## src/rtl/geet_fifo_pkg.sv

```systemverilog
// Shared state encoding and sizing helper for the geet FIFO write arbiter.
// Imported by the arbiter top and its round-robin picker.
package geet_fifo_pkg;

   typedef enum logic [0:0] {
      ST_IDLE  = 1'b0,
      ST_BURST = 1'b1
   } arb_state_e;

   // Ceiling log2, floored at one bit so single-entry ranges still get a port.
   function automatic int geet_clog2(input int value);
      int result;
      int span;
      result = 32'sd0;
      span   = 32'sd1;
      while (span < value) begin
         span   = span * 32'sd2;
         result = result + 32'sd1;
      end
      if (result == 32'sd0) begin
         result = 32'sd1;
      end
      return result;
   endfunction

endpackage

```

## src/rtl/geet_rr_pick.sv

```systemverilog
// Rotating-priority search: the first set request at or above start,
// wrapping modulo NUM_REQ, is granted.
module geet_rr_pick
   import geet_fifo_pkg::*;
#(
   parameter int NUM_REQ = 4,
   parameter int IDX_W   = geet_clog2(NUM_REQ)
) (
   input  logic [NUM_REQ-1:0] req,
   input  logic [IDX_W-1:0]   start,
   output logic [NUM_REQ-1:0] grant,
   output logic [IDX_W-1:0]   idx,
   output logic               any
);

   localparam int SUM_W = IDX_W + 1;

   logic [SUM_W-1:0] sum_s;
   logic [IDX_W-1:0] cand_s;

   // Walk every slot once from start; the first hit wins and later hits are ignored.
   always_comb begin
      grant  = '0;
      idx    = '0;
      any    = 1'b0;
      sum_s  = '0;
      cand_s = '0;
      for (int i = 0; i < NUM_REQ; i++) begin
         sum_s  = SUM_W'(start) + SUM_W'(i);
         cand_s = (sum_s >= SUM_W'(NUM_REQ)) ? IDX_W'(sum_s - SUM_W'(NUM_REQ))
                                             : IDX_W'(sum_s);
         if (!any && req[cand_s]) begin
            any           = 1'b1;
            idx           = cand_s;
            grant[cand_s] = 1'b1;
         end else begin
         end
      end
   end

endmodule

```

## src/rtl/geet_fifo_wr_arbiter.sv

```systemverilog
// Round-robin burst arbiter feeding many requesters into one external FIFO
// write port, with a one-cycle registered write pipeline.
module geet_fifo_wr_arbiter
   import geet_fifo_pkg::*;
#(
   parameter int NUM_REQ    = 4,
   parameter int DATA_WIDTH = 32,
   parameter int BURST_LEN  = 4
) (
   input  logic                            clk,
   input  logic                            reset,
   input  logic [NUM_REQ-1:0]              req_valid,
   input  logic [NUM_REQ*DATA_WIDTH-1:0]   req_data,
   output logic [NUM_REQ-1:0]              req_ready,
   output logic                            fifo_wr_en,
   output logic [DATA_WIDTH-1:0]           fifo_d_in,
   input  logic                            fifo_full,
   input  logic                            fifo_program_full,
   output logic [geet_clog2(NUM_REQ)-1:0]  grant_id,
   output logic                            busy
);

   localparam int IDX_W = geet_clog2(NUM_REQ);
   localparam int CNT_W = geet_clog2(BURST_LEN + 1);
   localparam logic [CNT_W-1:0] BURST_LAST = CNT_W'(BURST_LEN);
   localparam logic [CNT_W-1:0] CNT_ONE    = CNT_W'(1);
   localparam logic [IDX_W-1:0] LAST_IDX   = IDX_W'(NUM_REQ - 1);

   function automatic logic [IDX_W-1:0] next_idx(input logic [IDX_W-1:0] cur);
      return (cur == LAST_IDX) ? IDX_W'(0) : cur + IDX_W'(1);
   endfunction

   arb_state_e       state_r;
   arb_state_e       state_nxt_s;
   logic [IDX_W-1:0] owner_r;
   logic [IDX_W-1:0] owner_nxt_s;
   logic [CNT_W-1:0] beat_cnt_r;
   logic [CNT_W-1:0] beat_cnt_nxt_s;
   logic [IDX_W-1:0] rr_ptr_r;
   logic [IDX_W-1:0] rr_ptr_nxt_s;

   logic                  stall_s;
   logic [NUM_REQ-1:0]    pick_grant_s;
   logic [IDX_W-1:0]      pick_idx_s;
   logic                  pick_any_s;
   logic [NUM_REQ-1:0]    ready_s;
   logic                  xfer_s;
   logic [DATA_WIDTH-1:0] xfer_word_s;

   // program_full leaves room for the write already in the pipeline.
   assign stall_s   = fifo_full | fifo_program_full;
   assign req_ready = ready_s;
   assign xfer_s    = |(ready_s & req_valid);

   geet_rr_pick #(
      .NUM_REQ (NUM_REQ),
      .IDX_W   (IDX_W)
   ) u_pick (
      .req   (req_valid),
      .start (rr_ptr_r),
      .grant (pick_grant_s),
      .idx   (pick_idx_s),
      .any   (pick_any_s)
   );

   // Next-state, ownership, beat counting and the combinational ready vector.
   always_comb begin
      state_nxt_s    = state_r;
      owner_nxt_s    = owner_r;
      beat_cnt_nxt_s = beat_cnt_r;
      rr_ptr_nxt_s   = rr_ptr_r;
      ready_s        = '0;
      if (reset) begin
         ready_s = '0;
      end else begin
         case (state_r)
            ST_IDLE: begin
               if (!stall_s && pick_any_s) begin
                  ready_s        = pick_grant_s;
                  owner_nxt_s    = pick_idx_s;
                  beat_cnt_nxt_s = CNT_ONE;
                  if (BURST_LAST == CNT_ONE) begin
                     rr_ptr_nxt_s = next_idx(pick_idx_s);
                  end else begin
                     state_nxt_s = ST_BURST;
                  end
               end else begin
               end
            end
            ST_BURST: begin
               if (!req_valid[owner_r]) begin
                  state_nxt_s  = ST_IDLE;
                  rr_ptr_nxt_s = next_idx(owner_r);
               end else if (!stall_s) begin
                  ready_s[owner_r] = 1'b1;
                  beat_cnt_nxt_s   = beat_cnt_r + CNT_ONE;
                  if (beat_cnt_r + CNT_ONE == BURST_LAST) begin
                     state_nxt_s  = ST_IDLE;
                     rr_ptr_nxt_s = next_idx(owner_r);
                  end else begin
                  end
               end else begin
               end
            end
            default: begin
               state_nxt_s = ST_IDLE;
            end
         endcase
      end
   end

   // Select the word being accepted this cycle (ready is one-hot or zero).
   always_comb begin
      xfer_word_s = '0;
      for (int i = 0; i < NUM_REQ; i++) begin
         if (ready_s[i]) begin
            xfer_word_s = req_data[i*DATA_WIDTH +: DATA_WIDTH];
         end else begin
         end
      end
   end

   // Arbitration state registers.
   always_ff @(posedge clk) begin
      if (reset) begin
         state_r    <= ST_IDLE;
         owner_r    <= '0;
         beat_cnt_r <= '0;
         rr_ptr_r   <= '0;
         grant_id   <= '0;
         busy       <= 1'b0;
      end else begin
         state_r    <= state_nxt_s;
         owner_r    <= owner_nxt_s;
         beat_cnt_r <= beat_cnt_nxt_s;
         rr_ptr_r   <= rr_ptr_nxt_s;
         grant_id   <= (state_nxt_s == ST_BURST) ? owner_nxt_s : IDX_W'(0);
         busy       <= (state_nxt_s == ST_BURST);
      end
   end

   // Write pipeline: strobe every accepted word one cycle later, data holds otherwise.
   always_ff @(posedge clk) begin
      if (reset) begin
         fifo_wr_en <= 1'b0;
         fifo_d_in  <= '0;
      end else begin
         fifo_wr_en <= xfer_s;
         if (xfer_s) begin
            fifo_d_in <= xfer_word_s;
         end else begin
            fifo_d_in <= fifo_d_in;
         end
      end
   end

endmodule
```

## config.mk

```make
export PLATFORM = sky130hd
export DESIGN_NAME = geet_fifo_wr_arbiter
export DESIGN_NICKNAME = d
export VERILOG_FILES = /design/src/rtl/geet_fifo_pkg.sv /design/src/rtl/geet_rr_pick.sv /design/src/rtl/geet_fifo_wr_arbiter.sv
export SDC_FILE = /design/constraint.sdc
export NUM_CORES = 1
export LEC_CHECK = 0
export CAP_MARGIN = 10
export CORE_UTILIZATION = 35
export CTS_BUF_LIST = sky130_fd_sc_hd__clkbuf_8 sky130_fd_sc_hd__clkbuf_16
export DETAILED_ROUTE_END_ITERATION = 10
export HOLD_SLACK_MARGIN = 0.15
export PLACE_DENSITY = 0.81
export SLEW_MARGIN = 20
export SYNTH_ARGS = -nofsm -noshare
export SYNTH_HDL_FRONTEND = slang
export SYNTH_SLANG_ARGS = --single-unit
```

## constraint.sdc

```tcl
create_clock -name clk -period 3.9 [get_ports clk]
set_input_delay 0.585 -clock clk [delete_from_list [all_inputs] [get_ports clk]]
set_output_delay 0.585 -clock clk [all_outputs]
set_load 0.05 [all_outputs]
```

==> key figures, run 1 <==
Clocking
  – Clock transition at the registers of the reported paths: ~0.09 ns
  – Clk_lat worst skew: 0.30 ns
  – H-tree Lvls: 2
  – CTS Hold Bufs: 0
  – CTS sink count: 43
  – CTS tree: done
  – CTS buffer count: 5
  – CTS max path bufs: 2
  – Post-CTS Setup Inserts: 0
  – Root Buffer: clkbuf_8
  – Post_cts resized: 0

Global route
  – Met3 Use GR: 0.04720
  – GR Util met2: 0.4125
  – First-pass GRT wire length: around 19 mm
  – Largest net degree at the start of global routing: 43
  – GRT Residual Overflow: 0
  – Initial antenna violation count: 0
  – GR Util All Layers: 0.2335
  – Vias in the first global route: between 3000 and 4000
  – Met1 GRT Util: 0.2809
  – Top Usage Layer GRT: met2

Die
  – Die width: between 100 and 150 um
  – CORE AREA: 9774 um^2
  – IO Count: around 180
  – Die Area: roughly 10000 um^2
  – Initial Util: 0.3598
  – Placement Rows: 36
  – Die height: between 100 and 150 um

Timing
  – Tmin final: between 3 and 4 ns
  – Worst hold slack: 0.4756 ns
  – Total negative slack: 0 ns
  – Final setup violation count: 0
  – Slew headroom: 0.5782
  – Max Clk Rate: between 200 and 300 MHz
  – Final Cycle Share: 0.9477
  – Hold Fails Final Rpt: 0
  – Worst-Margin Slew: between 0.6 and 0.7 ns
  – RSZ-0062 raised after global routing: no
  – Setup Skew: approximately 0.006 ns
  – Fin. max-slew vios: 0

Pwr
  – Power Internal: approximately 0.90 mW
  – Leak pwr: between 2 and 2.5 nW
  – Maximum vdd drop: 0.1418 mV
  – Power consumption: approximately 1.4 mW
  – Logic pwr share: 0.442
  – Net Sw Power: ~0.52 mW
  – Clock network power share: 0.200
  – Sw Share: 0.3680
  – Pwr Density: between 200 and 300 nW/um^2
  – Sequential Power Share: 0.358

Worst setup path
  – Crit-path cells: clkdlybuf4s50_1 > mux4_2 > nor4b_2 > nand2_1 > o21ai_1 > a22oi_2 > nor2_2 > buf_4
  – Worst reg-to-reg setup slack: 0.67 ns
  – Critical Path Source Type: input port
  – Slowest stage cell, crit path: mux4_2
  – CP peak stage delay: 0.70 ns
  – Worst R2R Start: rr_ptr_r[0]$_SDFFE_PP0P_
  – Worst Path Required: 3.31 ns
  – Critical path class: in2out
  – Critical Path AT: around 3.1 ns
  – RR Endpoint: fifo_d_in[18]$_SDFFE_PP0P_
  – Largest fanout on the critical path: 11
  – Worst r2r path cells: 10
  – CP endpoint kind: output port

Synth
  – Mapped Nets: roughly 600
  – Asr flop ratio synth: 0
  – Mapped Cells: 445
  – Synth warn: 0
  – Synth Area per Inst: about 7.9 um^2
  – Register area share after synthesis: 0.2448
  – Synth Register Bits: 43
  – Ys flop type: dfxtp_1
  – Post-synth EDFFs: 0
  – Netlist Area Pre-Place: between 3000 and 4000 um^2
  – Library cells used by synthesis: 45

Placement
  – GPL Wtd Cong: 0.8879
  – HPWL after DPL: ~9.3 mm
  – Port Buffers: 175

Worst hold path
  – HP Class: reg2reg
  – HP Start: fifo_d_in[27]$_SDFFE_PP0P_
  – Hold depth: 2
  – Hold EP: fifo_d_in[27]$_SDFFE_PP0P_

Layout
  – Most common cell after layout, fill and taps aside: clkdlybuf4s50_1
  – Share of layout cells above drive strength 1: 0.08638
  – Ant. Diodes: 0
  – Fillcell total: 891
  – Most frequent cells in the layout: 170 x clkdlybuf4s50_1, 66 x nand2b_1, 43 x dfxtp_1
  – Nets: 751
  – Layout Area Growth over Synthesis: 56.42%

Status
  – Status: completed

Routing
  – Vias: around 4000
  – First-pass DRT Iterations: 4
  – Wire per inst: ~17 um
  – DRT antenna net count: 0
  – DRT Wirelength: roughly 13 mm
  – DR DRC count: 0
  – Vias per cell: 5.433
  – Iter 0 DRT Violations: roughly 190

Job
  – Max-cap violation count: 0
[flip-flops by register name, indices dropped and copies added (netlist names)]
signal and flops:
fifo_wr_en 1, fifo_d_in 32, grant_id 2, beat_cnt_r 3, state_r 1, rr_ptr_r 2, owner_r 2
[worst max path at each step]
stage / from / endpoint
CTS: req_valid[2] / req_ready[1]
floorplan: rr_ptr_r[0]$_SDFFE_PP0P_ / req_ready[2]
global route: req_valid[2] / req_ready[1]
finish: req_valid[2] / req_ready[1]
detailed placement: req_valid[2] / fifo_d_in[6]$_SDFFE_PP0P_
global placement: req_valid[2] / fifo_d_in[21]$_SDFFE_PP0P_
[cell type report]
cell class                      instances  area, um^2  share of cell area
Timing Repair Buffer                  197        1952              0.3548
Tap cell                              133       166.4             0.03025
Sequential cell                        43       860.8              0.1565
Clock inverter                          3       16.27            0.002957
Clock buffer                            5       68.82             0.01251
Inverter                               13       48.80            0.008870
Multi-Input combinational cell        341        2389              0.4342
[cells by family (layout without fill, tap and decap cells)]
family | Yosys count | count (layout) | synth area share
AOI/OAI and AO/OA | 171 | 171 | 0.3323
xor gates and xnor gates | 1 | 1 | 0.002491
adders and majority gates | 14 | 14 | 0.04980
buffers and inverters | 61 | 218 | 0.08182
DFF | 43 | 43 | 0.2448
muxes | 12 | 12 | 0.05265
and+or+nand+nor | 143 | 143 | 0.2362
[metal layers]
metal | share of wire | routed length (um) | vias to the layer above
met3 | 0.069 | 865 | 21
met1 | 0.42 | 5279 | 1859
li1 | - | - | 1964
met4 | 0.022 | 275 | 0
met5 | 0 | 0 | -
met2 | 0.49 | 6153 | 149
[per-stage QoR]
| stage | util | std cells | area [um^2] | setup WS [ns] |
|---|---|---|---|---|
| 5_1_grt | 0.5629 | 735 | 5502 | 0.04930 |
| 3_5_place_dp | 0.5541 | 727 | 5416 | 0.1373 |
| 4_1_cts | 0.5629 | 735 | 5502 | 0.2180 |
| 2_1_floorplan | - | 445 | 3521 | 0.01849 |
| 3_3_place_gp | 0.5541 | 727 | 5416 | 0.1932 |
| 6_report | 0.5629 | 735 | 5502 | 0.2041 |
[cell usage after synthesis (all sizes together), types with 5 or more instances]
library cell,n,share of area
nand2,17,0.018
o221ai,32,0.080
nor2,12,0.014
clkbuf,29,0.031
a21oi,42,0.060
a22oi,34,0.073
mux4,5,0.032
inv,13,0.014
mux2i,5,0.014
o21ai,39,0.055
dfxtp,43,0.24
and3,34,0.060
ha,14,0.050
buf,19,0.037
a221oi,6,0.018
nand2b,66,0.12
[critical path: cells and delay by family]
| family | cells | cell delay [ns] |
|---|---|---|
| buffers and inverters | 2 | 0.81 |
| multiplexers | 1 | 0.70 |
| AO/OA/AOI/OAI | 2 | 0.35 |
| AND/OR/NAND/NOR | 3 | 0.66 |
[power groups by stage]
stage	Combinational [mW]	Sequential [mW]	Clock [mW]
floorplan	0.204	0.663	0
global placement	0.622	0.518	0
detailed placement	0.628	0.520	0
CTS	0.631	0.510	0.292
global route	0.670	0.516	0.315
finish	0.630	0.510	0.285
No activity file was read; power rests on OpenSTA's default activity.
==> run 2, diff against run 1 <==
--- a/config.mk
+++ b/config.mk
@@ -11,6 +11,7 @@
 export DETAILED_ROUTE_END_ITERATION = 10
 export HOLD_SLACK_MARGIN = 0.15
 export PLACE_DENSITY = 0.81
+export SETUP_SLACK_MARGIN = 0.4
 export SLEW_MARGIN = 20
 export SYNTH_ARGS = -nofsm -noshare
 export SYNTH_HDL_FRONTEND = slang
==> run 2 against run 1 <==
Sequential share of layout area fell by 0.25 points. Flip-flop and latch count stayed put. Utilization increased by 0.99 points. Largest power group unchanged. Global-route usage is essentially flat. Non-clock buffer count is 3 higher. Clock skew increased by 0.0050 ns. Combinational power is 1% higher. Setup slack better by 0.30 ns.
==> key figures, run 2 (synthesis results as in run 1) <==
Layout
  – Largest register by flop count: fifo_d_in
  – Fillcell total: just under 900
  – Core Util, Final: 0.5727
  – Max reg flops: 32
  – Biggest registers after layout: fifo_d_in x32, beat_cnt_r x3
  – Most common cell after layout, fill and taps aside: clkdlybuf4s50_1
  – Most frequent cells in the layout: 166 x clkdlybuf4s50_1, 66 x nand2b_1, 42 x dfxtp_1
  – Multi-input gate area: about 2400 um^2
  – Design area: 5598 um^2
  – Reg area: about 860 um^2
  – Share of layout cells above drive strength 1: 0.09752
  – Nets: 754
  – Ant. Diodes: 0
  – Layout Area Growth over Synthesis: 59.16%

Routing
  – DR DRC count: 0
  – Wire per inst: between 15 and 20 um
  – Iter 0 DRT Violations: around 210
  – DRT antenna net count: 0
  – DRT Wirelength: ~13 mm
  – Vias per cell: between 5 and 6
  – First-pass DRT Iterations: 5
  – Vias: between 4000 and 5000

Worst setup path
  – Worst Path Required: around 3.3 ns
  – Worst Setup SP: req_valid[2]
  – Critical path class: in2out
  – CP endpoint kind: output port
  – Critical Path AT: approximately 2.8 ns
  – Critical Path Source Type: input port
  – Worst R2R Start: rr_ptr_r[1]$_SDFFE_PP0P_
  – Largest fanout on the critical path: 11
  – Worst r2r path cells: 13

Timing
  – Tmin final: roughly 3.4 ns
  – Fin. max-slew vios: 0
  – Worst-Margin Slew: 0.5381 ns
  – Final setup violation count: 0
  – Final Worst Setup Slack: ~0.51 ns
  – Final Cycle Share: 0.8698
  – Hold Fails Final Rpt: 0
  – Setup Skew: between 0.01 and 0.015 ns
  – Max Clk Rate: between 200 and 300 MHz
  – RSZ-0062 raised after global routing: no
  – Total negative slack: 0 ns
  – Slew headroom: 0.6401

Global route
  – Initial antenna violation count: 0
  – GRT Residual Overflow: 0
  – Largest net degree at the start of global routing: 54
  – First-pass GRT wire length: ~19 mm
  – GR Util All Layers: 0.2335
  – Vias in the first global route: around 3900

Clocking
  – H-tree Lvls: 2
  – Root Buffer: clkbuf_8
  – CTS max path bufs: 2
  – Clock transition at the registers of the reported paths: 0.08 ns
  – CTS tree: done
  – Clk_lat worst skew: a little under 0.3 ns
  – CTS buffer count: 5
  – CTS sink count: 43
  – CTS Hold Bufs: 0

Pwr
  – Leak pwr: 2.276 nW
  – Pwr Density: around 270 nW/um^2
  – Maximum vdd drop: about 0.16 mV
  – Power consumption: between 1.5 and 2 mW

Die
  – Initial Util: 0.3598
  – Placement Rows: 36
  – Die width: about 100 um
  – CORE AREA: ~9800 um^2
  – IO Count: around 180
  – Die Area: 10450 um^2
  – Die height: 102.2 um

Status
  – Status: completed

Placement
  – GPL Wtd Cong: between 0.8 and 0.9
  – Port Buffers: approximately 180
  – DP Worst Slack: approximately 0.11 ns
  – HPWL after DPL: just over 9 mm
  – Placed Area: around 5400 um^2

Worst hold path
  – HP Class: reg2reg
  – Hold depth: 2
  – HP Start: fifo_d_in[15]$_SDFFE_PP0P_

Job
  – Max-cap violation count: 0
## run 2: power by group
group	internal, mW	total, mW	switching (mW)
logic	0.299	0.636	0.337
clock network	0.208	0.371	0.163
registers	0.484	0.510	0.0263
## run 2: final cells by class
| class | instances | area share |
|---|---|---|
| well taps | 133 | 0.02973 |
| repair buffers | 200 | 0.3554 |
| inverters | 13 | 0.009388 |
| clock buffers | 6 | 0.01475 |
| clock inverters | 2 | 0.006258 |
| multi-input cells | 341 | 0.4305 |
| flip-flops and latches | 43 | 0.1540 |
## run 2: final timing paths
path,slack [ns],end
worst max-delay path,0.51,req_ready[1]
worst max register to register,0.65,fifo_d_in[22]$_SDFFE_PP0P_
worst min-delay path,0.48,fifo_d_in[15]$_SDFFE_PP0P_
worst min register to register,0.48,fifo_d_in[15]$_SDFFE_PP0P_
## run 2: worst max-delay path, cell delays in order
cell and delay, ns:
dlygate4sd2_1 0.36, mux4_2 0.63, a31o_1 0.23, a221oi_1 0.24
o21ai_1 0.17, a22oi_2 0.18, buf_6 0.17, nor2_2 0.05
buf_12 0.17
## run 2: per-stage QoR
stage	hold WS, ns	std cells
finish	0.4756	738
CTS	0.4784	737
floorplan	0.4682	445
global placement	0.4501	724
global route	0.4978	738
detailed placement	0.4640	724
## run 2: timing repair
item / 4_1_cts / 5_1_grt
endpoints found under the hold margin: 0 / 0
buffers inserted: 5 / 1
endpoints found under the setup margin: 4 / 17
pin swaps: 1 / 3
resized for setup: 5 / 3
## run 2: routing by layer
| metal | GRT usage | part of all wire | up-vias |
|---|---|---|---|
| met4 | 0.06923 | 0.017 | 0 |
| met1 | 0.2827 | 0.40 | 1927 |
| met3 | 0.04241 | 0.080 | 19 |
| met2 | 0.4187 | 0.50 | 174 |
| met5 | 0 | 0 | - |
| li1 | - | - | 1969 |
==> run 3, diff against run 2 <==
--- a/config.mk
+++ b/config.mk
@@ -8,6 +8,7 @@
 export CAP_MARGIN = 10
 export CORE_UTILIZATION = 35
 export CTS_BUF_LIST = sky130_fd_sc_hd__clkbuf_8 sky130_fd_sc_hd__clkbuf_16
+export CTS_CLUSTER_DIAMETER = 120
 export DETAILED_ROUTE_END_ITERATION = 10
 export HOLD_SLACK_MARGIN = 0.15
 export PLACE_DENSITY = 0.81
==> results of run 3 <==
Same layout as run 2: the final DEF is identical, and so are final timing and power.
